**src/rtl/alu_op_sequencer.sv**
```systemverilog
// Purpose    : shares one ALU between two requesters; round-robin grant, drives the ALU, returns a tagged response.
// Latency    : response valid ALU_LAT+1 cycles after the request transfer (1 cycle for a divide-by-zero reject).
// Backpressure: one operation in flight; no request is accepted until the response handshakes on rsp_ready.
//
// Ports:
//   clk, rst                        clock, synchronous active-high reset
//   req{0,1}_valid/_ready/_op/_a/_b requester handshakes; ready is combinational, high only in IDLE for the grant
//   alu_sel, alu_a, alu_b           registered ALU inputs, held for the whole EXEC phase
//   alu_result, alu_carry           ALU outputs, sampled when the settle counter expires
//   rsp_valid/_ready/_id/_data/_zero/_carry/_err   tagged response handshake
//   busy                            high whenever the FSM is not IDLE
//   stat_cnt0, stat_cnt1            per-requester completion counters
// Build option: define ALU_SEQ_STATS_EN to build the saturating completion counters; otherwise they read 0.
module alu_op_sequencer #(
    parameter int DW      = 8,
    parameter int ALU_LAT = 1
) (
    input  logic          clk,
    input  logic          rst,
    input  logic          req0_valid,
    output logic          req0_ready,
    input  logic [3:0]    req0_op,
    input  logic [DW-1:0] req0_a,
    input  logic [DW-1:0] req0_b,
    input  logic          req1_valid,
    output logic          req1_ready,
    input  logic [3:0]    req1_op,
    input  logic [DW-1:0] req1_a,
    input  logic [DW-1:0] req1_b,
    output logic [3:0]    alu_sel,
    output logic [DW-1:0] alu_a,
    output logic [DW-1:0] alu_b,
    input  logic [DW-1:0] alu_result,
    input  logic          alu_carry,
    output logic          rsp_valid,
    input  logic          rsp_ready,
    output logic          rsp_id,
    output logic [DW-1:0] rsp_data,
    output logic          rsp_zero,
    output logic          rsp_carry,
    output logic          rsp_err,
    output logic          busy,
    output logic [15:0]   stat_cnt0,
    output logic [15:0]   stat_cnt1
);

    typedef enum logic [1:0] {IDLE = 2'd0, EXEC = 2'd1, RESP = 2'd2} state_t;

    localparam logic [3:0] OP_ADD = 4'b0000;
    localparam logic [3:0] OP_SUB = 4'b0001;
    localparam logic [3:0] OP_DIV = 4'b0011;
    localparam logic [3:0] LAT_M1 = 4'(ALU_LAT - 1);

    state_t        state_q, state_d;
    logic          ptr_q, ptr_d;
    logic          id_q, id_d;
    logic [3:0]    op_q, op_d;
    logic [3:0]    cnt_q, cnt_d;
    logic [3:0]    alu_sel_q, alu_sel_d;
    logic [DW-1:0] alu_a_q, alu_a_d;
    logic [DW-1:0] alu_b_q, alu_b_d;
    logic          rsp_valid_q, rsp_valid_d;
    logic          rsp_id_q, rsp_id_d;
    logic [DW-1:0] rsp_data_q, rsp_data_d;
    logic          rsp_zero_q, rsp_zero_d;
    logic          rsp_carry_q, rsp_carry_d;
    logic          rsp_err_q, rsp_err_d;

    logic          grant;
    logic          xfer;
    logic [3:0]    gnt_op;
    logic [DW-1:0] gnt_a, gnt_b;

    // Arbitration: pointer only matters when both ask. Transfers are blocked
    // while rst is high so nothing is acknowledged that reset will discard.
    always_comb begin
        grant      = (req0_valid && req1_valid) ? ptr_q : req1_valid;
        xfer       = (state_q == IDLE) && !rst && (req0_valid || req1_valid);
        req0_ready = xfer && !grant;
        req1_ready = xfer && grant;
        gnt_op     = grant ? req1_op : req0_op;
        gnt_a      = grant ? req1_a  : req0_a;
        gnt_b      = grant ? req1_b  : req0_b;
    end

    always_comb begin
        state_d     = state_q;
        ptr_d       = ptr_q;
        id_d        = id_q;
        op_d        = op_q;
        cnt_d       = cnt_q;
        alu_sel_d   = alu_sel_q;
        alu_a_d     = alu_a_q;
        alu_b_d     = alu_b_q;
        rsp_valid_d = rsp_valid_q;
        rsp_id_d    = rsp_id_q;
        rsp_data_d  = rsp_data_q;
        rsp_zero_d  = rsp_zero_q;
        rsp_carry_d = rsp_carry_q;
        rsp_err_d   = rsp_err_q;
        case (state_q)
            IDLE: begin
                if (xfer) begin
                    op_d = gnt_op;
                    id_d = grant;
                    if (gnt_op == OP_DIV && gnt_b == '0) begin
                        // Reject without touching the ALU inputs.
                        rsp_valid_d = 1'b1;
                        rsp_id_d    = grant;
                        rsp_data_d  = '0;
                        rsp_zero_d  = 1'b1;
                        rsp_carry_d = 1'b0;
                        rsp_err_d   = 1'b1;
                        state_d     = RESP;
                    end else begin
                        alu_sel_d = gnt_op;
                        alu_a_d   = gnt_a;
                        alu_b_d   = gnt_b;
                        cnt_d     = LAT_M1;
                        state_d   = EXEC;
                    end
                end
            end
            EXEC: begin
                if (cnt_q == 4'd0) begin
                    rsp_valid_d = 1'b1;
                    rsp_id_d    = id_q;
                    rsp_data_d  = alu_result;
                    rsp_zero_d  = (alu_result == '0);
                    // Carry is only meaningful for add/sub.
                    rsp_carry_d = alu_carry && (op_q == OP_ADD || op_q == OP_SUB);
                    rsp_err_d   = 1'b0;
                    state_d     = RESP;
                end else begin
                    cnt_d = cnt_q - 4'd1;
                end
            end
            RESP: begin
                if (rsp_ready) begin
                    rsp_valid_d = 1'b0;
                    ptr_d       = ~rsp_id_q;
                    state_d     = IDLE;
                end
            end
            default: state_d = IDLE;
        endcase
    end

    always_ff @(posedge clk) begin
        if (rst) begin
            state_q     <= IDLE;
            ptr_q       <= 1'b0;
            id_q        <= 1'b0;
            op_q        <= '0;
            cnt_q       <= '0;
            alu_sel_q   <= '0;
            alu_a_q     <= '0;
            alu_b_q     <= '0;
            rsp_valid_q <= 1'b0;
            rsp_id_q    <= 1'b0;
            rsp_data_q  <= '0;
            rsp_zero_q  <= 1'b0;
            rsp_carry_q <= 1'b0;
            rsp_err_q   <= 1'b0;
        end else begin
            state_q     <= state_d;
            ptr_q       <= ptr_d;
            id_q        <= id_d;
            op_q        <= op_d;
            cnt_q       <= cnt_d;
            alu_sel_q   <= alu_sel_d;
            alu_a_q     <= alu_a_d;
            alu_b_q     <= alu_b_d;
            rsp_valid_q <= rsp_valid_d;
            rsp_id_q    <= rsp_id_d;
            rsp_data_q  <= rsp_data_d;
            rsp_zero_q  <= rsp_zero_d;
            rsp_carry_q <= rsp_carry_d;
            rsp_err_q   <= rsp_err_d;
        end
    end

    assign alu_sel   = alu_sel_q;
    assign alu_a     = alu_a_q;
    assign alu_b     = alu_b_q;
    assign rsp_valid = rsp_valid_q;
    assign rsp_id    = rsp_id_q;
    assign rsp_data  = rsp_data_q;
    assign rsp_zero  = rsp_zero_q;
    assign rsp_carry = rsp_carry_q;
    assign rsp_err   = rsp_err_q;
    assign busy      = (state_q != IDLE);

`ifdef ALU_SEQ_STATS_EN
    logic [15:0] stat_cnt0_q, stat_cnt1_q;
    logic        rsp_hs;

    assign rsp_hs = (state_q == RESP) && rsp_ready;

    always_ff @(posedge clk) begin
        if (rst) begin
            stat_cnt0_q <= '0;
            stat_cnt1_q <= '0;
        end else if (rsp_hs) begin
            if (!rsp_id_q && stat_cnt0_q != 16'hFFFF) stat_cnt0_q <= stat_cnt0_q + 16'd1;
            if (rsp_id_q && stat_cnt1_q != 16'hFFFF)  stat_cnt1_q <= stat_cnt1_q + 16'd1;
        end
    end

    assign stat_cnt0 = stat_cnt0_q;
    assign stat_cnt1 = stat_cnt1_q;
`else
    assign stat_cnt0 = 16'd0;
    assign stat_cnt1 = 16'd0;
`endif

endmodule

```
**config.mk**
```make
export PLATFORM = sky130hd
export DESIGN_NAME = alu_op_sequencer
export DESIGN_NICKNAME = d
export VERILOG_FILES = /design/src/rtl/alu_op_sequencer.sv
export SDC_FILE = /design/constraint.sdc
export NUM_CORES = 1
export LEC_CHECK = 0
export ABC_CLOCK_PERIOD_IN_PS = 1800
export CORE_UTILIZATION = 35
export CTS_CLUSTER_DIAMETER = 150
export DETAILED_ROUTE_END_ITERATION = 7
export GPL_ROUTABILITY_DRIVEN = 1
export GPL_TIMING_DRIVEN = 1
export PLACE_DENSITY_LB_ADDON = 0.2
export REMOVE_ABC_BUFFERS = 1
export SETUP_SLACK_MARGIN = 0.02
export SLEW_MARGIN = 25
export SYNTH_ARGS = -nofsm -noshare
export SYNTH_HDL_FRONTEND = slang
export SYNTH_SLANG_ARGS = --single-unit
export TNS_END_PERCENT = 100
```
**constraint.sdc**
```tcl
create_clock -name clk -period 1.8 [get_ports clk]
set_input_delay 0.27 -clock clk [delete_from_list [all_inputs] [get_ports clk]]
set_output_delay 0.27 -clock clk [all_outputs]
set_load 0.02 [all_outputs]
```
==> results of run 1 <==
==> cell type report <==
| cell class | count | area [µm²] |
|---|---|---|
| diodes | 1 | 2.50 |
| clock buffers | 6 | 82.6 |
| clock inverters | 2 | 38.8 |
| fillers | 565 | 2550 |
| inverters | 5 | 18.8 |
| multi-input cells | 190 | 1420 |
| flip-flops and latches | 44 | 883 |
| well taps | 77 | 96.3 |
| repair buffers | 132 | 1220 |
==> metrics by stage <==
| stage | hold WS [ns] | power, mW | TNS, ns |
|---|---|---|---|
| CTS | 0.267 | 2.67 | 0 |
| finish | 0.296 | 2.72 | 0 |
| global placement | 0.443 | 1.85 | -22.77 |
| floorplan | 0.335 | 1.46 | -17.61 |
| global route | 0.305 | 2.85 | -0.336 |
| detailed placement | 0.439 | 1.85 | -24.62 |
==> worst paths after layout <==
| kind | start | to | slack (ns) |
|---|---|---|---|
| setup / recovery | req0_b[1] | alu_a[6] | 0.02 |
| hold / removal | req0_b[1] | alu_b[1] | 0.30 |
| setup reg to reg | ptr_q | alu_a[6] | 0.02 |
| hold reg to reg | rsp_valid | rsp_valid | 0.45 |
==> worst reg2reg max path, stage by stage, from the launching register on <==
cell and delay (ns):
dfxtp_2 0.34, nand2b_4 0.14, buf_6 0.12, a2111o_1 0.50
o311ai_4 0.14, clkbuf_16 0.23, a21oi_2 0.04, a31o_1 0.18
==> timing repair <==
item,4_1_cts,5_1_grt
gates cloned,3,1
hold buffers,0,0
gates resized for setup,47,32
buffers inserted,4,4
setup endpoints to repair,42,40
pin swaps,13,9
==> Yosys cell counts, types with 2 or more instances <==
library cell and instances:
a21oi_1 23, buf_6 2, ha_1 2, o21ai_0 2, nand2b_1 2, nand2_1 17
nor4_1 4, o2bb2ai_2 2, buf_4 32, nor3_1 3, inv_1 5, or3b_2 2
mux2i_1 13, a211oi_1 5, dfxtp_1 44, nand3_1 12, nor2_1 19, or4_1 2
clkbuf_1 8, o2bb2ai_1 9, a31o_2 7, a211o_1 2, a22o_1 8
==> state kept, by name, summed over array words and instances (netlist names) <==
signal / flops
ptr_q: 1
alu_b: 8
rsp_err: 1
rsp_carry: 1
rsp_id: 1
cnt_q: 4
alu_a: 8
id_q: 1
rsp_valid: 1
rsp_data: 8
state_q: 2
alu_sel: 4
op_q: 3
rsp_zero: 1
==> power by group through the flow <==
stage	Clock [mW]	Combinational [mW]	Sequential (mW)
global placement	0	0.740	1.11
detailed placement	0	0.745	1.11
CTS	0.817	0.763	1.09
floorplan	0	0.274	1.18
global route	0.859	0.889	1.11
finish	0.798	0.822	1.10
==> per-layer routing <==
layer  track usage (%)  part of all wire (%)  up-vias  routed length [µm]
met1              23.2                    44     1059                2840
li1                  -                     -     1112                   -
met4              7.07                   1.6        0                 106
met2              30.8                    46      116                3000
met3              4.26                   8.3       11                 540
met5                 0                     0        -                   0
==> cells by family after synthesis <==
kind of cell | Yosys count
flip-flops | 44
buffers and inverters | 48
multiplexers | 13
AND/OR/NAND/NOR | 68
AO/OA/AOI/OAI | 72
other | 1
adder cells (fa/ha/maj) | 2
==> impl_metrics.toml, run 1 <==
[outcome]
status = "completed"

[route]
routed-via-count = 2298
firstDrtPassIters = 4
drc_errors = 0
wl_per_cell_um = 14.2
first_iter_violations = 68
postRouteAntennaNets = 0
vias_per_cell = 5.03
wl_mm = 6.49

[floorplanning]
die_w_um = 82.8
io_pins = 122
rows = 29
start_util_pct = 36.2
die_h_um = 82.8
coreArea_mm2 = 0.00631
die-area_mm2 = 0.00686

[setup_path]
cpPeakStageDelay_ns = 0.52
cp.depth = 7
crit_family = "compound AO/OA/AOI/OAI gates"
worstPathCellList = "buf_2 > or4_4 > a2111o_1 > o311ai_4 > clkbuf_16 > a21oi_2 > a31o_1"
critPathArrivalTime_ns = 1.98
critPathKind = "in -> reg"
cp_num_buf_inv = 2
critical-path-slowest-cell = "or4_4"
critPathMaxFanout = 6
end_kind = "flop"
reg2reg_depth = 7
start_kind = "input port"
critPathRequiredTime_ns = 2.00

[cells_and_area]
layout-drive-gt1-share_pct = 28.8
final_cells = 457
postLayoutCoreUtil_pct = 59.6
layout_commonest_cell = "clkdlybuf4s50_1"
fin_nets = 434
design_area_mm2 = 0.00376
syn_to_final_growth_pct = 64.7
mostFrequentLayoutCells = "clkdlybuf4s50_1 (70), dfxtp_1 (42), buf_4 (38), conb_1 (32), nor2_1 (17)"

[timing]
finalCriticalPeriod_ns = 1.78
hold_viol = 0
final-setup-viol-count = 0
max_freq_ghz = 0.563
final_max_slew_viol_count = 0
skew_ns = 0.00431
period_share_pct = 98.7
fin_ws_ns = 0.0235
rsz0062_at_grt = "true"

[worst_hold_path]
hold_class = "in -> reg"
min_path_cells = 3

[flow_run]
drv_cap = 0

[synth]
synth_adder_area_share_pct = 1.10
syn_area_per_cell_um2 = 9.21
yosysSeqAreaShare_pct = 38.6
synth_area_mm2 = 0.00228
ys_warn_count = 0
synth_cell_types = 46
synth_top_family_by_area = "compound AO/OA/AOI/OAI gates"
netlist_top_cells_area = "dfxtp_1 (39%), buf_4 (11%), mux2i_1 (5.7%), a21oi_1 (5.0%), o2bb2ai_1 (3.5%)"
synth-edff-count = 0
ys_seq_elements = 44
synthSimpleGateAreaFrac_pct = 14.6
synth-xor-area-share_pct = 0
synth_top_flop_cell = "dfxtp_1"
synthCells = 248
synth_top_area_share_pct = 38.6
synth.area.mux_share_pct = 5.70
async_reset_ff_share_pct = 0
synth_compound_area_share_pct = 26.0
synth_area_leader_cell = "dfxtp_1"

[placed_design]
io_buffers = 89
place_area_mm2 = 0.00335
dpl.cell_count = 436
pre_cts_ws_ns = -0.676
gp_congestion = 0.778
dpl.hpwl_mm = 4.56

[cts]
cts_buffers = 5
clk_latency_ns = 0.30
tritoncts = "done"
cts-htree-levels = 2
clk_path_buf_depth = 2
clk_pin_slew_ns = 0.08
cts-root-buf = "clkbuf_8"
cts.sinks = 44

[power]
p_sw_share_pct = 29.8
p_sw_mw = 0.809
clockPowerShare_pct = 29.4
vdd_drop_max_v = 0.000441
powerDensity_mw_per_mm2 = 722
power_frac_comb_pct = 30.3
p_int_mw = 1.91
power_leakage_nw = 1.59
seq_power_share_pct = 40.3

[global_routing]
antenna_found_initial = 1
grt_pass1_vias = 2039
grt_max_degree = 16
overflow = 0
grt_pass1_wl_mm = 9.49
grtUsageTotal_pct = 18.5
No activity file was read; power rests on OpenSTA's default activity.
==> run 2: changes to the inputs <==
SLEW_MARGIN = 20   (was 25)
==> results of run 2 <==
No change in the layout: final DEF, timing and power equal those of run 1.
